File: src/rtl/rgb_pwm_sequencer_if.sv
// ============================================================================
//  Module      : rgb_pwm_sequencer_if
//  Description : Control and LED-pin bundle for the RGB PWM sequencer.
//  Revision    : 1.0 - initial release
// ============================================================================
`default_nettype none

interface rgb_pwm_sequencer_if;
    logic       en;
    logic       mode;
    logic       LED_R;
    logic       LED_G;
    logic       LED_B;
    logic [2:0] color;
    logic       step_tick;

    modport master (
        output en, mode,
        input  LED_R, LED_G, LED_B, color, step_tick
    );

    modport slave (
        input  en, mode,
        output LED_R, LED_G, LED_B, color, step_tick
    );
endinterface

`default_nettype wire

File: src/rtl/rgb_pwm_sequencer.sv
// ============================================================================
//  Module      : rgb_pwm_sequencer
//  Description : Cycles an active-low RGB LED through the seven non-black
//                colours, hard-stepped or faded with per-channel PWM.
//                Define RGB_PWM_SEQUENCER_GAMMA_EN for a squared (gamma)
//                brightness curve; linear when undefined.
//  Revision    : 1.0 - initial release
// ============================================================================
`default_nettype none

module rgb_pwm_sequencer #(
    parameter int PWM_W           = 8,
    parameter int FRAMES_PER_STEP = 183,
    parameter int HOLD_STEPS      = 64
) (
    input  logic                clk,
    input  logic                rst,
    rgb_pwm_sequencer_if.slave  bus
);

    localparam int c_FRAME_W = (FRAMES_PER_STEP > 1) ? $clog2(FRAMES_PER_STEP) : 1;
    localparam int c_HOLD_W  = $clog2(HOLD_STEPS + 1);

    localparam logic [PWM_W-1:0]     c_MAX        = '1;
    localparam logic [PWM_W-1:0]     c_LVL_ONE    = PWM_W'(1);
    localparam logic [c_FRAME_W-1:0] c_FRAME_LAST = c_FRAME_W'(FRAMES_PER_STEP - 1);
    localparam logic [c_FRAME_W-1:0] c_FRAME_ONE  = c_FRAME_W'(1);
    localparam logic [c_HOLD_W-1:0]  c_HOLD_LAST  = c_HOLD_W'(HOLD_STEPS - 1);
    localparam logic [c_HOLD_W-1:0]  c_HOLD_ONE   = c_HOLD_W'(1);

    typedef enum logic [2:0] {
        S_IDLE      = 3'd0,
        S_STEP      = 3'd1,
        S_RAMP_UP   = 3'd2,
        S_HOLD      = 3'd3,
        S_RAMP_DOWN = 3'd4
    } state_t;

    state_t               r_state, w_state_nxt;
    logic [PWM_W-1:0]     r_lvl, w_lvl_nxt;
    logic [PWM_W-1:0]     r_pwm, w_pwm_nxt;
    logic [c_FRAME_W-1:0] r_frame, w_frame_nxt;
    logic [c_HOLD_W-1:0]  r_hold, w_hold_nxt;
    logic                 r_mode, w_mode_nxt;
    logic [2:0]           r_color, w_color_nxt;
    logic                 r_step, w_step_nxt;
    logic [2:0]           r_led;

    logic                 w_running;
    logic                 w_tick;
    logic [2:0]           w_color_adv;
    logic [PWM_W-1:0]     w_lvl_eff;
    logic                 w_on;

    assign w_running   = (r_state != S_IDLE);
    assign w_tick      = w_running && (r_pwm == c_MAX) && (r_frame == c_FRAME_LAST);
    assign w_color_adv = (r_color == 3'd7) ? 3'd1 : r_color + 3'd1;

`ifdef RGB_PWM_SEQUENCER_GAMMA_EN
    logic [2*PWM_W-1:0] w_sq;
    assign w_sq      = {{PWM_W{1'b0}}, r_lvl} * {{PWM_W{1'b0}}, r_lvl};
    assign w_lvl_eff = w_sq[2*PWM_W-1:PWM_W];
`else
    assign w_lvl_eff = r_lvl;
`endif

    assign w_on = w_running && (r_pwm < w_lvl_eff);

    always_comb begin
        w_state_nxt = r_state;
        w_lvl_nxt   = r_lvl;
        w_hold_nxt  = r_hold;
        w_mode_nxt  = r_mode;
        w_color_nxt = r_color;
        w_step_nxt  = 1'b0;
        w_pwm_nxt   = r_pwm + c_LVL_ONE;
        w_frame_nxt = r_frame;
        if (r_pwm == c_MAX) begin
            w_frame_nxt = (r_frame == c_FRAME_LAST) ? '0 : r_frame + c_FRAME_ONE;
        end

        if (!bus.en) begin
            w_state_nxt = S_IDLE;
            w_lvl_nxt   = '0;
            w_pwm_nxt   = '0;
            w_frame_nxt = '0;
        end else begin
            w_step_nxt = w_tick;
            case (r_state)
                S_IDLE: begin
                    // Counters restart so the first tick lands a full period later
                    w_pwm_nxt   = '0;
                    w_frame_nxt = '0;
                    w_hold_nxt  = '0;
                    w_mode_nxt  = bus.mode;
                    w_state_nxt = bus.mode ? S_RAMP_UP : S_STEP;
                    w_lvl_nxt   = bus.mode ? '0 : c_MAX;
                end
                S_STEP: begin
                    w_lvl_nxt = c_MAX;
                    if (w_tick) begin
                        w_color_nxt = w_color_adv;
                        w_mode_nxt  = bus.mode;
                        if (bus.mode) begin
                            w_state_nxt = S_RAMP_UP;
                            w_lvl_nxt   = '0;
                        end
                    end
                end
                S_RAMP_UP: begin
                    if (w_tick) begin
                        w_lvl_nxt = r_lvl + c_LVL_ONE;
                        if (r_lvl == c_MAX - c_LVL_ONE) begin
                            w_state_nxt = S_HOLD;
                            w_hold_nxt  = '0;
                        end
                    end
                end
                S_HOLD: begin
                    if (w_tick) begin
                        w_hold_nxt = r_hold + c_HOLD_ONE;
                        if (r_hold == c_HOLD_LAST) begin
                            w_state_nxt = S_RAMP_DOWN;
                        end
                    end
                end
                S_RAMP_DOWN: begin
                    if (w_tick) begin
                        w_lvl_nxt = r_lvl - c_LVL_ONE;
                        // Reaching zero ends this colour's dwell
                        if (r_lvl == c_LVL_ONE) begin
                            w_color_nxt = w_color_adv;
                            w_mode_nxt  = bus.mode;
                            w_state_nxt = bus.mode ? S_RAMP_UP : S_STEP;
                            w_lvl_nxt   = bus.mode ? '0 : c_MAX;
                        end
                    end
                end
                default: begin
                    w_state_nxt = S_IDLE;
                    w_lvl_nxt   = '0;
                end
            endcase
        end
    end

    always_ff @(posedge clk) begin
        if (rst) begin
            r_state <= S_IDLE;
            r_lvl   <= '0;
            r_pwm   <= '0;
            r_frame <= '0;
            r_hold  <= '0;
            r_mode  <= 1'b0;
            r_color <= 3'd1;
            r_step  <= 1'b0;
            r_led   <= 3'b111;
        end else begin
            r_state <= w_state_nxt;
            r_lvl   <= w_lvl_nxt;
            r_pwm   <= w_pwm_nxt;
            r_frame <= w_frame_nxt;
            r_hold  <= w_hold_nxt;
            r_mode  <= w_mode_nxt;
            r_color <= w_color_nxt;
            r_step  <= w_step_nxt;
            r_led   <= ~(r_color & {3{w_on}});
        end
    end

    assign bus.LED_R     = r_led[0];
    assign bus.LED_G     = r_led[1];
    assign bus.LED_B     = r_led[2];
    assign bus.color     = r_color;
    assign bus.step_tick = r_step;

endmodule

`default_nettype wire
File: src/flat_wrapper.sv
// flat-port wrapper written by rule: the top's interface ports become plain ports
module rgb_pwm_sequencer_flat 
#(
    parameter int PWM_W           = 8,
    parameter int FRAMES_PER_STEP = 183,
    parameter int HOLD_STEPS      = 64
)
  (clk, rst, bus_en, bus_mode, bus_LED_R, bus_LED_G, bus_LED_B, bus_color, bus_step_tick);
  rgb_pwm_sequencer_if bus_i ();
  input  logic clk;
  input  logic rst;
  input wire logic [$bits(bus_i.en)-1:0] bus_en;
  input wire logic [$bits(bus_i.mode)-1:0] bus_mode;
  output wire logic [$bits(bus_i.LED_R)-1:0] bus_LED_R;
  output wire logic [$bits(bus_i.LED_G)-1:0] bus_LED_G;
  output wire logic [$bits(bus_i.LED_B)-1:0] bus_LED_B;
  output wire logic [$bits(bus_i.color)-1:0] bus_color;
  output wire logic [$bits(bus_i.step_tick)-1:0] bus_step_tick;
  assign bus_i.en = bus_en;
  assign bus_i.mode = bus_mode;
  assign bus_LED_R = bus_i.LED_R;
  assign bus_LED_G = bus_i.LED_G;
  assign bus_LED_B = bus_i.LED_B;
  assign bus_color = bus_i.color;
  assign bus_step_tick = bus_i.step_tick;
  rgb_pwm_sequencer #(.PWM_W(PWM_W), .FRAMES_PER_STEP(FRAMES_PER_STEP), .HOLD_STEPS(HOLD_STEPS)) u_core (.clk(clk), .rst(rst), .bus(bus_i));
endmodule
File: config.mk
export PLATFORM = sky130hd
export DESIGN_NAME = rgb_pwm_sequencer_flat
export DESIGN_NICKNAME = d
export VERILOG_FILES = /design/src/rtl/rgb_pwm_sequencer_if.sv /design/src/rtl/rgb_pwm_sequencer.sv /design/src/flat_wrapper.sv
export SDC_FILE = /design/constraint.sdc
export NUM_CORES = 1
export LEC_CHECK = 0
export CAP_MARGIN = 30
export CORE_MARGIN = 5
export CORE_UTILIZATION = 45
export CTS_CLUSTER_SIZE = 14
export DETAILED_ROUTE_END_ITERATION = 6
export GPL_ROUTABILITY_DRIVEN = 0
export HOLD_SLACK_MARGIN = 0.05
export SLEW_MARGIN = 20
export SYNTH_ARGS = -nofsm -noshare
export SYNTH_HDL_FRONTEND = slang
export SYNTH_SLANG_ARGS = --single-unit
File: constraint.sdc
create_clock -name clk -period 6.11 [get_ports clk]
set_input_delay 0.9165 -clock clk [delete_from_list [all_inputs] [get_ports clk]]
set_output_delay 0.9165 -clock clk [all_outputs]
set_load 0.05 [all_outputs]
### Word-level counts from Yosys, hierarchy flattened

Cells that the tools add are included.
W data, S select, Z words.

| storage, ports and cells | value |
|---|---|
| memories kept | 0 |
| register bits | 41 |
| latch bits | 0 |
| bits of input ports | 4 |
| memory bits (writable) | 0 |
| output and inout port bits | 7 |
| bits in read-only memories | 0 |

| cells by class | value |
|---|---|
| $lt $le $gt $ge | 1 |
| divide/modulo/power cells | 0 |
| add/subtract/negate cells | 6 |
| reduce and logical (&&, ||, !) cells | 13 |
| multiplexer cells | 26 |
| bitwise gates (word level) | 4 |
| equal/unequal tests | 18 |
| shifts and indexed selects | 0 |
| multiply operators | 0 |

Operator list:

| kind | count |
|---|---|
| $mux W8 | 6 |
| $pmux W8 S5 | 1 |
| $mux W3 | 12 |
| $add A8 B1 Y8 const B | 3 |
| $eq A8 B8 Y1 const B | 3 |
| $mux W7 | 3 |
| $pmux W7 S3 | 1 |
| $pmux W3 S5 | 1 |
| $ne A2 B1 Y1 const B | 7 |
| $reduce_and A5 Y1 | 2 |
| $eq A8 B1 Y1 const B | 1 |
| $lt A8 B8 Y1 | 1 |
| $reduce_and A8 Y1 | 1 |
| $sub A8 B1 Y8 const B | 1 |
| $add A7 B1 Y7 const B | 1 |
| $eq A7 B6 Y1 const B | 1 |
| $eq A3 B2 Y1 const B | 2 |
| $eq A3 B3 Y1 const B | 2 |
| $pmux W3 S2 | 1 |
| $reduce_bool A3 Y1 | 2 |
| $add A3 B1 Y3 const B | 1 |
| $and A3 B3 Y3 | 1 |
| $eq A3 B1 Y1 const B | 1 |
| $logic_and A1 B1 Y1 | 3 |
| 9 further kinds | 10 |

### Depth between registers and ports, before layout

Gate-level depths: netlist of the first run.

| logic depth | value |
|---|---|
| word-level depth | 5 |
| depth in mapped cells | 9 |

### Least setup slack after synthesis of the first run

No wires, ideal clock.

| timing path | value |
|---|---|
| kind | input to register |
| start | in rst |
| end | reg u_core.r_frame[1] |
| data arrival time | 2,122 ps |
| path buffers | 3 |
| slack | 3,854 ps |
| cell stages on the path | 7 |
| path through | clkbuf_1 nand2b_1 a21o_1 clkbuf_1 nand2b_1 clkbuf_1 a211oi_1 |

| on the way | value |
|---|---|
| cells in the longest elaborated chain, start to end | 1 |

Ends and longest elaborated chain:

| element | line | source |
|---|---|---|
| start, declared | flat_wrapper.sv:11 | `input logic rst;` |
| $reduce_or A3 Y1 (no line) | n/a |  |
| end signal, assigned | rgb_pwm_sequencer.sv:162 | `r_frame <= w_frame_nxt;` |
| end, declared | rgb_pwm_sequencer.sv:42 | `logic [c_FRAME_W-1:0] r_frame, w_frame_nxt;` |

Every way passes these cells.
A chain may end at the register's enable or synchronous reset.

### Worst setup path in the final report of the first run

| timing path | value |
|---|---|
| start | reg u_core.r_pwm[0] |
| end | reg u_core.r_lvl[2] |

| on the way | value |
|---|---|
| cells in the longest elaborated chain, start to end | 5 |

Ends and longest elaborated chain:

| element | line | source |
|---|---|---|
| start, declared | rgb_pwm_sequencer.sv:41 | `logic [PWM_W-1:0] r_pwm, w_pwm_nxt;` |
| start signal, assigned | rgb_pwm_sequencer.sv:161 | `r_pwm <= w_pwm_nxt;` |
| $eq A8 B8 Y1 * | rgb_pwm_sequencer.sv:56 | `assign w_tick = w_running && (r_pwm == c_MAX) && (r_frame == c_FRAME_LAST);` |
| $logic_and A1 B1 Y1 * (2 in series) | rgb_pwm_sequencer.sv:56 |  |
| $mux W8 or $ne A2 B1 Y1 (tied branches) | n/a |  |
| $pmux W8 S5 or $reduce_and A3 Y1 (tied branches) | n/a |  |
| end signal, assigned | rgb_pwm_sequencer.sv:160 | `r_lvl <= w_lvl_nxt;` |
| end, declared | rgb_pwm_sequencer.sv:40 | `logic [PWM_W-1:0] r_lvl, w_lvl_nxt;` |

Every way passes the cells marked *; elsewhere a longest branch is shown, timed or not.

==> results of run 1 <==
## worst paths after layout
path                                                     end  slack [ps]
worst max-delay path            u_core.r_lvl[2]$_SDFFE_PP0P_        3630
worst max register to register  u_core.r_lvl[2]$_SDFFE_PP0P_        3630
worst min register to register    u_core.r_led[2]$_SDFF_PP1_         470
worst min-delay path              u_core.r_led[2]$_SDFF_PP1_         470
## layout make-up
type | instances | area share, %
Clock buffer | 5 | 2.40
Clock inverter | 3 | 0.612
Inverter | 13 | 1.71
Multi-Input combinational cell | 245 | 59.8
Sequential cell | 41 | 28.7
Tap cell | 75 | 3.28
Timing Repair Buffer | 10 | 3.50
## layer usage
metal | GRT usage (%) | vias up
li1 | - | 1170
met1 | 24.5 | 1055
met2 | 26.8 | 23
met3 | 2.65 | 7
met4 | 4.53 | 0
met5 | 0 | -
## power breakdown
group / internal (W) / switching, W
Clock: 0.0000790 / 0.000102
Sequential: 0.000273 / 0.0000171
Combinational: 0.0000372 / 0.0000530
Total: 0.000390 / 0.000172
## cells in the mapped netlist (3+ instances only)
| master | count | area, sq um |
|---|---|---|
| a22oi_1 | 3 | 22.5 |
| nand2_1 | 17 | 63.8 |
| o211ai_1 | 4 | 30.0 |
| o21ai_0 | 15 | 75.1 |
| a211oi_1 | 5 | 37.5 |
| or3_1 | 9 | 56.3 |
| ha_1 | 17 | 213 |
| inv_1 | 12 | 45.0 |
| and3_1 | 6 | 37.5 |
| nor3_1 | 3 | 15.0 |
| nand4_1 | 9 | 56.3 |
| a31oi_1 | 4 | 25.0 |
| nor2_1 | 31 | 116 |
| clkbuf_1 | 6 | 22.5 |
| xnor2_1 | 8 | 70.1 |
| xor2_1 | 10 | 87.6 |
| buf_2 | 5 | 25.0 |
| nand2b_1 | 9 | 56.3 |
| nand3_1 | 15 | 75.1 |
| a21o_1 | 5 | 37.5 |
| dfxtp_1 | 41 | 821 |
| and4_1 | 5 | 43.8 |
| o2bb2ai_1 | 4 | 35.0 |
| a21oi_1 | 17 | 85.1 |
| nor3b_1 | 3 | 22.5 |
| a31o_2 | 3 | 26.3 |
| o21bai_1 | 3 | 22.5 |
| mux2i_1 | 3 | 30.0 |
## metrics by stage
stage	area [sq um]	total power, W	instances	setup WS, ps
final	2860	0.000561	392	3630
after global placement	2780	0.000385	384	3400
after detailed placement	2780	0.000386	384	3370
after floorplan	2670	0.000366	315	3850
after CTS	2860	0.000565	392	3630
after global routing	2860	0.000586	392	3410
## state kept, by name (all words and copies together), names as in the netlist
signal,count
u_core.r_hold,7
u_core.r_lvl,8
u_core.r_pwm,8
u_core.bus.color,3
u_core.r_frame,8
u_core.bus.step_tick,1
u_core.r_led,3
u_core.r_state,3
## critical path, cell delays in order, from the launching register on
cell and delay (ps):
dfxtp_1 420, ha_1 250, and4_1 300, and4_1 440
o221ai_1 370, o21bai_1 270, a221o_1 320
## kinds of logic (layout without fill, tap and decap cells)
family,after synthesis,in the layout,synth area share [%]
and+or+nand+nor,123,123,26.0
AOI/OAI and AO/OA,83,83,22.8
DFF,41,41,30.8
buffers and inverters,29,31,5.02
adders and majority gates,18,18,8.35
xor gates and xnor gates,18,18,5.91
muxes,3,3,1.13
==> results.json, run 1 <==
{
  "status": "completed",
  "ios": 11,
  "grt_pass1_wl_um": 10500,
  "track_usage_pct": 17.2,
  "routed_via_density": 5.75,
  "cts_buffers": 5,
  "required_ps": 6300,
  "fin_crit_ps": 2480,
  "clock_latency_ps": 290,
  "first_pass_iters": 4,
  "relSlewSlack_pct": 43.7,
  "yosysSeqAreaShare_pct": 30.8,
  "num-fill-cells": 565,
  "clock_sinks": 41,
  "grt_antenna_before_repair": 0,
  "syn2layout_area_growth_pct": 7.32,
  "fmax_mhz": 402,
  "drv_slew": 0,
  "r2r-start": "u_core.r_pwm[0]$_SDFF_PP0_",
  "tightest_slew_ps": 823,
  "top_layer": "met4",
  "die_w_um": 87.0,
  "ys_ff_latch": 41,
  "async_flop_share_pct": 0,
  "synth_edf_count": 0,
  "cts_resized": 0,
  "worstPathArrival_ps": 2670,
  "routed-wl-met2_um": 2900,
  "layout-drive-gt1-share_pct": 5.99,
  "clockRootBuffer": "clkbuf_8",
  "power_density_mw_per_mm2": 196,
  "netlist_instances": 315,
  "synthesis.nets": 336,
  "critical_path_class": "flop to flop",
  "p_leak_nw": 0.993,
  "setup_viol": 0,
  "postCtsSetupRepairBufs": 0,
  "rows": 28,
  "drt_iter0_markers": 230,
  "core_area_sq_mm": 0.00585,
  "hold_violations": 0,
  "grt_max_degree": 20,
  "cts_buffer_depth": 2,
  "yosysUniqueCellTypes": 63,
  "dpl.hpwl_um": 4580,
  "drt-met1-wl_um": 3020,
  "max_cap_viol_count": 0,
  "ir_drop_mv": 0.105,
  "start_util_pct": 45.6,
  "drc": 0,
  "seq_area_sq_um": 821,
  "skew_ps": 4.39,
  "yosysWarnings": 0,
  "hold_depth": 1,
  "num_vias": 2255,
  "clk_pin_slew_ps": 80,
  "postSynthAreaPerCell_sq_um": 8.46,
  "die_h_um": 87.0,
  "end_kind": "flop",
  "die_area_sq_mm": 0.00756,
  "numPortBuffers": 10,
  "grt.overflow.total": 0,
  "layout_common_cells": "dfxtp_1 (41), nor2_1 (31), nand2_1 (17), a21oi_1 (17), ha_1 (17)",
  "layout.nets": 337,
  "multi_input_area_sq_mm": 0.00171,
  "cp-startpoint": "u_core.r_pwm[0]$_SDFF_PP0_",
  "diodes": 0,
  "fin_setup_tns_ps": 0,
  "cts_hold_buf": 0,
  "hold_class": "flop to flop",
  "synthFlopType": "dfxtp_1",
  "drt-wirelength-per-cell_um": 15.6,
  "htreeDepth": 2,
  "fin_util_pct": 48.9,
  "netlist_area_sq_mm": 0.00267,
  "cp-start-kind": "flop",
  "cts_tree": "yes",
  "period_share_pct": 40.7,
  "antenna_left": 0,
  "wl_um": 6120,
  "final_common_cell": "dfxtp_1",
  "worstHoldStart": "u_core.bus.color[2]$_SDFFE_PP0P_",
  "crit_path_max_fanout": 9,
  "rsz0062_at_grt": "no",
  "first_global_vias": 2133,
  "fin_hold_ws_ps": 473,
  "wl_met3_um": 130,
  "ff2ff_path_depth": 6
}
No activity file was read; power rests on OpenSTA's default activity.
==> run 2: changes to the inputs <==
clock period = 2.2 ns   (was 6.11 ns; I/O delays follow)
==> run 2 against run 1 <==
  * Count of clock-buffer cells in the layout grew 2
  * Design area rose by 9.0%
  * Critical path depth is the same
  * Sequential share of layout area is 2.4 points lower
  * Routed wire length up 5.1%
  * Highest routed layer unchanged
  * Sequential cell count is the same
  * Largest power group unchanged
  * Maximum frequency is 21% higher
  * Largest cell class unchanged
  * Final cell count rose by 7.7%
  * Via count up 8.3%
  * Core utilization increased by 4.4 points
==> results.json, run 2 (synthesized netlist as in run 1, its figures left out) <==
{
  "status": "completed",
  "p_leak_nw": 1.16,
  "busiest_layer": "met2",
  "p_sw_w": 0.000494,
  "reg2reg_setup_slack_ps": 150,
  "end_kind": "flop",
  "clock_sinks": 41,
  "hold_violations": 0,
  "grt_util_met1_pct": 24.1,
  "layout-drive-gt1-share_pct": 14.4,
  "cp-startpoint": "u_core.r_pwm[1]$_SDFF_PP0_",
  "critical_path_class": "flop to flop",
  "clk_pin_slew_ps": 80,
  "setup_viol": 0,
  "crit_path_max_fanout": 5,
  "drt_iter0_markers": 254,
  "r2r-start": "u_core.r_pwm[1]$_SDFF_PP0_",
  "diodes": 0,
  "p_sw_share_pct": 29.4,
  "syn2layout_area_growth_pct": 16.9,
  "routed_via_density": 5.79,
  "clock_latency_ps": 300,
  "die_h_um": 87.0,
  "drc": 0,
  "cts_buffers": 5,
  "ff2ff_path_depth": 6,
  "layout_common_cells": "dfxtp_1 (41), nor2_1 (31), buf_4 (30)",
  "track_usage_pct": 17.9,
  "grt_pass1_wl_um": 10800,
  "reg_top3": "u_core.r_frame: 8 flops, u_core.r_lvl: 8 flops, u_core.r_pwm: 8 flops",
  "htreeDepth": 2,
  "tightest_slew_ps": 840,
  "fin_util_pct": 53.3,
  "antenna_left": 0,
  "ios": 11,
  "r2r_end": "u_core.r_lvl[2]$_SDFFE_PP0P_",
  "power.internal_w": 0.00119,
  "worstPathArrival_ps": 2250,
  "dpl.hpwl_um": 4810,
  "crit_end": "u_core.r_lvl[2]$_SDFFE_PP0P_",
  "clockPowerShare_pct": 34.3,
  "first_pass_iters": 4,
  "cts_buffer_depth": 2,
  "period_share_pct": 93.2,
  "fin_crit_ps": 2050,
  "num_vias": 2443,
  "power.total_w": 0.00168,
  "grt.overflow.total": 0,
  "die_w_um": 87.0,
  "cp-start-kind": "flop",
  "fin_setup_tns_ps": 0,
  "grt_util_met2_pct": 28.4,
  "die_area_sq_mm": 0.00756,
  "seqPwrFrac_pct": 46.6,
  "core_area_sq_mm": 0.00585,
  "rows": 28,
  "numPortBuffers": 10,
  "fmax_mhz": 488,
  "grt_antenna_before_repair": 0,
  "layout.nets": 367,
  "hold_class": "flop to flop",
  "relSlewSlack_pct": 43.9,
  "drv_slew": 0,
  "required_ps": 2400,
  "cts_tree": "yes",
  "skew_ps": 3.65,
  "ir_drop_mv": 0.297,
  "start_util_pct": 45.6,
  "rsz0062_at_grt": "no",
  "drt-wirelength-per-cell_um": 15.3,
  "grt_max_degree": 15,
  "comb_power_share_pct": 19.1,
  "wl_um": 6440,
  "first_global_vias": 2277,
  "use_met3_pct": 3.41,
  "final_common_cell": "dfxtp_1",
  "power_density_mw_per_mm2": 539,
  "clockRootBuffer": "clkbuf_8",
  "fin_hold_ws_ps": 467,
  "max_cap_viol_count": 0
}
-- run 2: changes by cell type in the layout (fill, tap and decap cells not counted) --
cell,change
and4_2,+1
and2_1,+1
clkinvlp_4,-1
buf_4,+30
and4_1,-1
and2_0,-1
inv_6,+1
clkinv_2,-2
o2111ai_2,-1
clkbuf_8,+2
o2111ai_4,+1
-- run 2: through the flow --
stage	instances	area, sq um	setup slack (ps)
2_1_floorplan	315	2670	199
3_3_place_gp	412	2990	85.2
3_5_place_dp	412	2990	11.1
4_1_cts	421	3100	82.1
5_1_grt	422	3120	21.5
6_report	422	3120	149
-- run 2: worst min path at each step --
stage | slack, ps | start | depth (start not counted) | to
floorplan | 440 | u_core.r_pwm[0]$_SDFF_PP0_ | 1 | u_core.r_pwm[0]$_SDFF_PP0_
global placement | 440 | u_core.bus.color[2]$_SDFFE_PP0P_ | 1 | u_core.r_led[2]$_SDFF_PP1_
detailed placement | 450 | u_core.bus.color[1]$_SDFFE_PP0P_ | 1 | u_core.r_led[1]$_SDFF_PP1_
CTS | 470 | u_core.bus.color[1]$_SDFFE_PP0P_ | 1 | u_core.r_led[1]$_SDFF_PP1_
global route | 490 | u_core.bus.color[2]$_SDFFE_PP0P_ | 1 | u_core.r_led[2]$_SDFF_PP1_
finish | 470 | u_core.bus.color[1]$_SDFFE_PP0P_ | 1 | u_core.r_led[1]$_SDFF_PP1_
-- run 2: area by class of cell --
cell class	count	area, sq um
inverters	13	48.8
clock buffers	7	96.3
repair buffers	40	325
well taps	75	93.8
fillers	536	2730
multi-input cells	245	1720
flip-flops and latches	41	821
clock inverters	1	8.76
-- run 2: repair_timing --
item / 4_1_cts / 5_1_grt
hold buffers: 0 / 0
endpoints found under the setup margin: 1 / 10
setup buffers: 1 / 1
gates resized for setup: 0 / 3
pin swaps: 1 / 2
-- run 2: worst max-delay path: stages, from the launching register on --
cell,delay [ps]
dfxtp_1,390
ha_1,190
and4_1,260
nand4_1,190
a22o_1,320
and2_1,240
a221o_1,350
-- run 2: layer usage --
layer,vias up,wire length [um]
met5,-,0
met1,1139,2990
met2,76,3030
li1,1220,-
met3,8,353
met4,0,68
-- run 2: power by group through the flow --
stage                     registers (W)  logic [W]  clock network [W]
after floorplan                0.000796   0.000221                  0
after global placement         0.000800   0.000313                  0
after detailed placement       0.000800   0.000309                  0
after CTS                      0.000783   0.000312           0.000595
after global routing           0.000786   0.000350           0.000624
final                          0.000783   0.000320           0.000576
==> run 3: changes to the inputs <==
==> constraint.sdc (replaced) <==
create_clock -name clk -period 2.2 [get_ports clk]
set_input_delay 0.44 -clock clk [delete_from_list [all_inputs] [get_ports clk]]
set_output_delay 0.44 -clock clk [all_outputs]
set_load 0.05 [all_outputs]
==> run 3 against run 2 <==
  * Clock power is 10% lower
  * Total power is 3.9% lower
  * Design area is 0.68% lower
  * Critical path type unchanged
  * Largest power group unchanged
  * First-iteration DRC count is 13% lower
  * Worst hold slack worse by 2.5 ps
  * Die area stayed put
==> results.json, run 3 (synthesized netlist as in run 1, its figures left out) <==
{
  "seq_area_sq_um": 823,
  "drt_iter0_markers": 220,
  "required_ps": 2400,
  "core_area_sq_mm": 0.00585,
  "crit_chain": "ha_1 > and4_1 > nand4_1 > a22o_1 > o41a_1 > o21a_1",
  "ir_drop_mv": 0.473,
  "multi_input_area_sq_mm": 0.00173,
  "antenna_left": 0,
  "hold_violations": 0,
  "period_share_pct": 96.1,
  "slowest_stage": "o41a_1",
  "diodes": 0,
  "die_w_um": 87.0,
  "fin_util_pct": 52.9,
  "crit_path_max_fanout": 5,
  "fin_crit_ps": 2120,
  "rsz0062_at_grt": "no",
  "clock_latency_ps": 300,
  "clock_sinks": 41,
  "cp-startpoint": "u_core.r_pwm[1]$_SDFF_PP0_",
  "drc": 0,
  "start_util_pct": 45.6,
  "dpl.hpwl_um": 4850,
  "die_area_sq_mm": 0.00756,
  "skew_ps": 4.75,
  "first_global_vias": 2166,
  "status": "completed",
  "critPathMaxStageDelay_ps": 420,
  "final_common_cell": "dfxtp_1",
  "end_kind": "flop",
  "max_cap_viol_count": 0,
  "ios": 11,
  "num_vias": 2393,
  "cts_tree": "yes",
  "routed_via_density": 5.70,
  "drv_slew": 0,
  "grt.overflow.total": 0,
  "die_h_um": 87.0,
  "cts_hold_buf": 0,
  "reg_top3": "u_core.r_frame: 8 flops, u_core.r_lvl: 8 flops, u_core.r_pwm: 8 flops",
  "critical_path_class": "flop to flop",
  "pre_cts_slack_ps": 31.1,
  "fmax_mhz": 473,
  "layout-drive-gt1-share_pct": 14.8,
  "clockRootBuffer": "clkbuf_8",
  "worstHoldStart": "u_core.bus.color[0]$_SDFFE_PP1P_",
  "grt_pass1_wl_um": 10500,
  "cts_buffer_depth": 2,
  "p_leak_nw": 1.14,
  "rows": 28,
  "num-fill-cells": 568,
  "first_pass_iters": 4,
  "power_density_mw_per_mm2": 521,
  "syn2layout_area_growth_pct": 16.1,
  "cp-start-kind": "flop",
  "grt_antenna_before_repair": 0,
  "wl_um": 6400,
  "cts_buffers": 5,
  "fin_setup_tns_ps": 0,
  "track_usage_pct": 17.4,
  "r2r-start": "u_core.r_pwm[1]$_SDFF_PP0_",
  "hold_class": "flop to flop",
  "setup_viol": 0,
  "grt_max_degree": 18,
  "relSlewSlack_pct": 46.4,
  "drt-wirelength-per-cell_um": 15.2,
  "htreeDepth": 2,
  "tightest_slew_ps": 802,
  "layout.nets": 365,
  "numPortBuffers": 10,
  "layout_common_cells": "dfxtp_1 (39), nor2_1 (31), buf_4 (28)",
  "worstPathArrival_ps": 2310,
  "clk_pin_slew_ps": 90,
  "fin_ws_ps": 84.7
}
==> run 3: changes by cell type in the layout (fill, tap and decap cells not counted), moves of 2 or more <==
cell	previous run	this run
buf_4	30	28
clkbuf_8	7	5
dfxtp_1	41	39
dfxtp_2	0	2
==> run 3: area by class of cell <==
class | instances | area share (%)
clock buffers | 5 | 2.22
clock inverters | 3 | 0.687
inverters | 13 | 1.58
multi-input cells | 245 | 55.9
flip-flops and latches | 41 | 26.6
well taps | 75 | 3.03
repair buffers | 38 | 10.0
==> run 3: through the flow <==
step	total power, W	hold slack (ps)	instances	cell area (sq um)
floorplan	0.00102	437	315	2670
global placement	0.00110	448	411	2980
detailed placement	0.00110	451	411	2980
CTS	0.00163	472	419	3070
global route	0.00169	502	420	3100
finish	0.00161	465	420	3100
==> run 3: repair_timing <==
item                       in CTS  in global routing
buffers inserted                0                  1
setup endpoints to repair       0                 18
resized for setup               0                  6
==> run 3: where the power goes <==
| group | internal [W] | total, W | switching, W |
|---|---|---|---|
| sequential | 0.000760 | 0.000787 | 0.0000265 |
| clock | 0.000226 | 0.000517 | 0.000292 |
| combinational | 0.000131 | 0.000310 | 0.000179 |
| total | 0.00112 | 0.00161 | 0.000497 |
==> run 3: per-layer routing <==
layer | up-vias | track usage (%) | part of all wire, % | wire [um]
met5 | - | 0 | 0 | 0
met3 | 5 | 3.12 | 4.0 | 257
met4 | 0 | 3.82 | 0.72 | 46
met2 | 46 | 27.8 | 47 | 3000
li1 | 1216 | - | - | -
met1 | 1126 | 24.4 | 48 | 3090
==> run 3: final timing paths <==
path,endpoint,slack (ps),cells after the start
worst max register to register,u_core.r_lvl[6]$_SDFFE_PP0P_,80,6
worst min-delay path,u_core.r_led[0]$_SDFF_PP1_,460,1
worst min register to register,u_core.r_led[0]$_SDFF_PP1_,460,1
worst max-delay path,u_core.r_lvl[6]$_SDFFE_PP0P_,80,6
==> run 3: critical path, delay by kind of cell (launching register included) <==
family | cells | cell delay (ps)
and+or+nand+nor | 2 | 520
DFF | 1 | 390
adders and majority gates | 1 | 190
AOI/OAI and AO/OA | 3 | 920
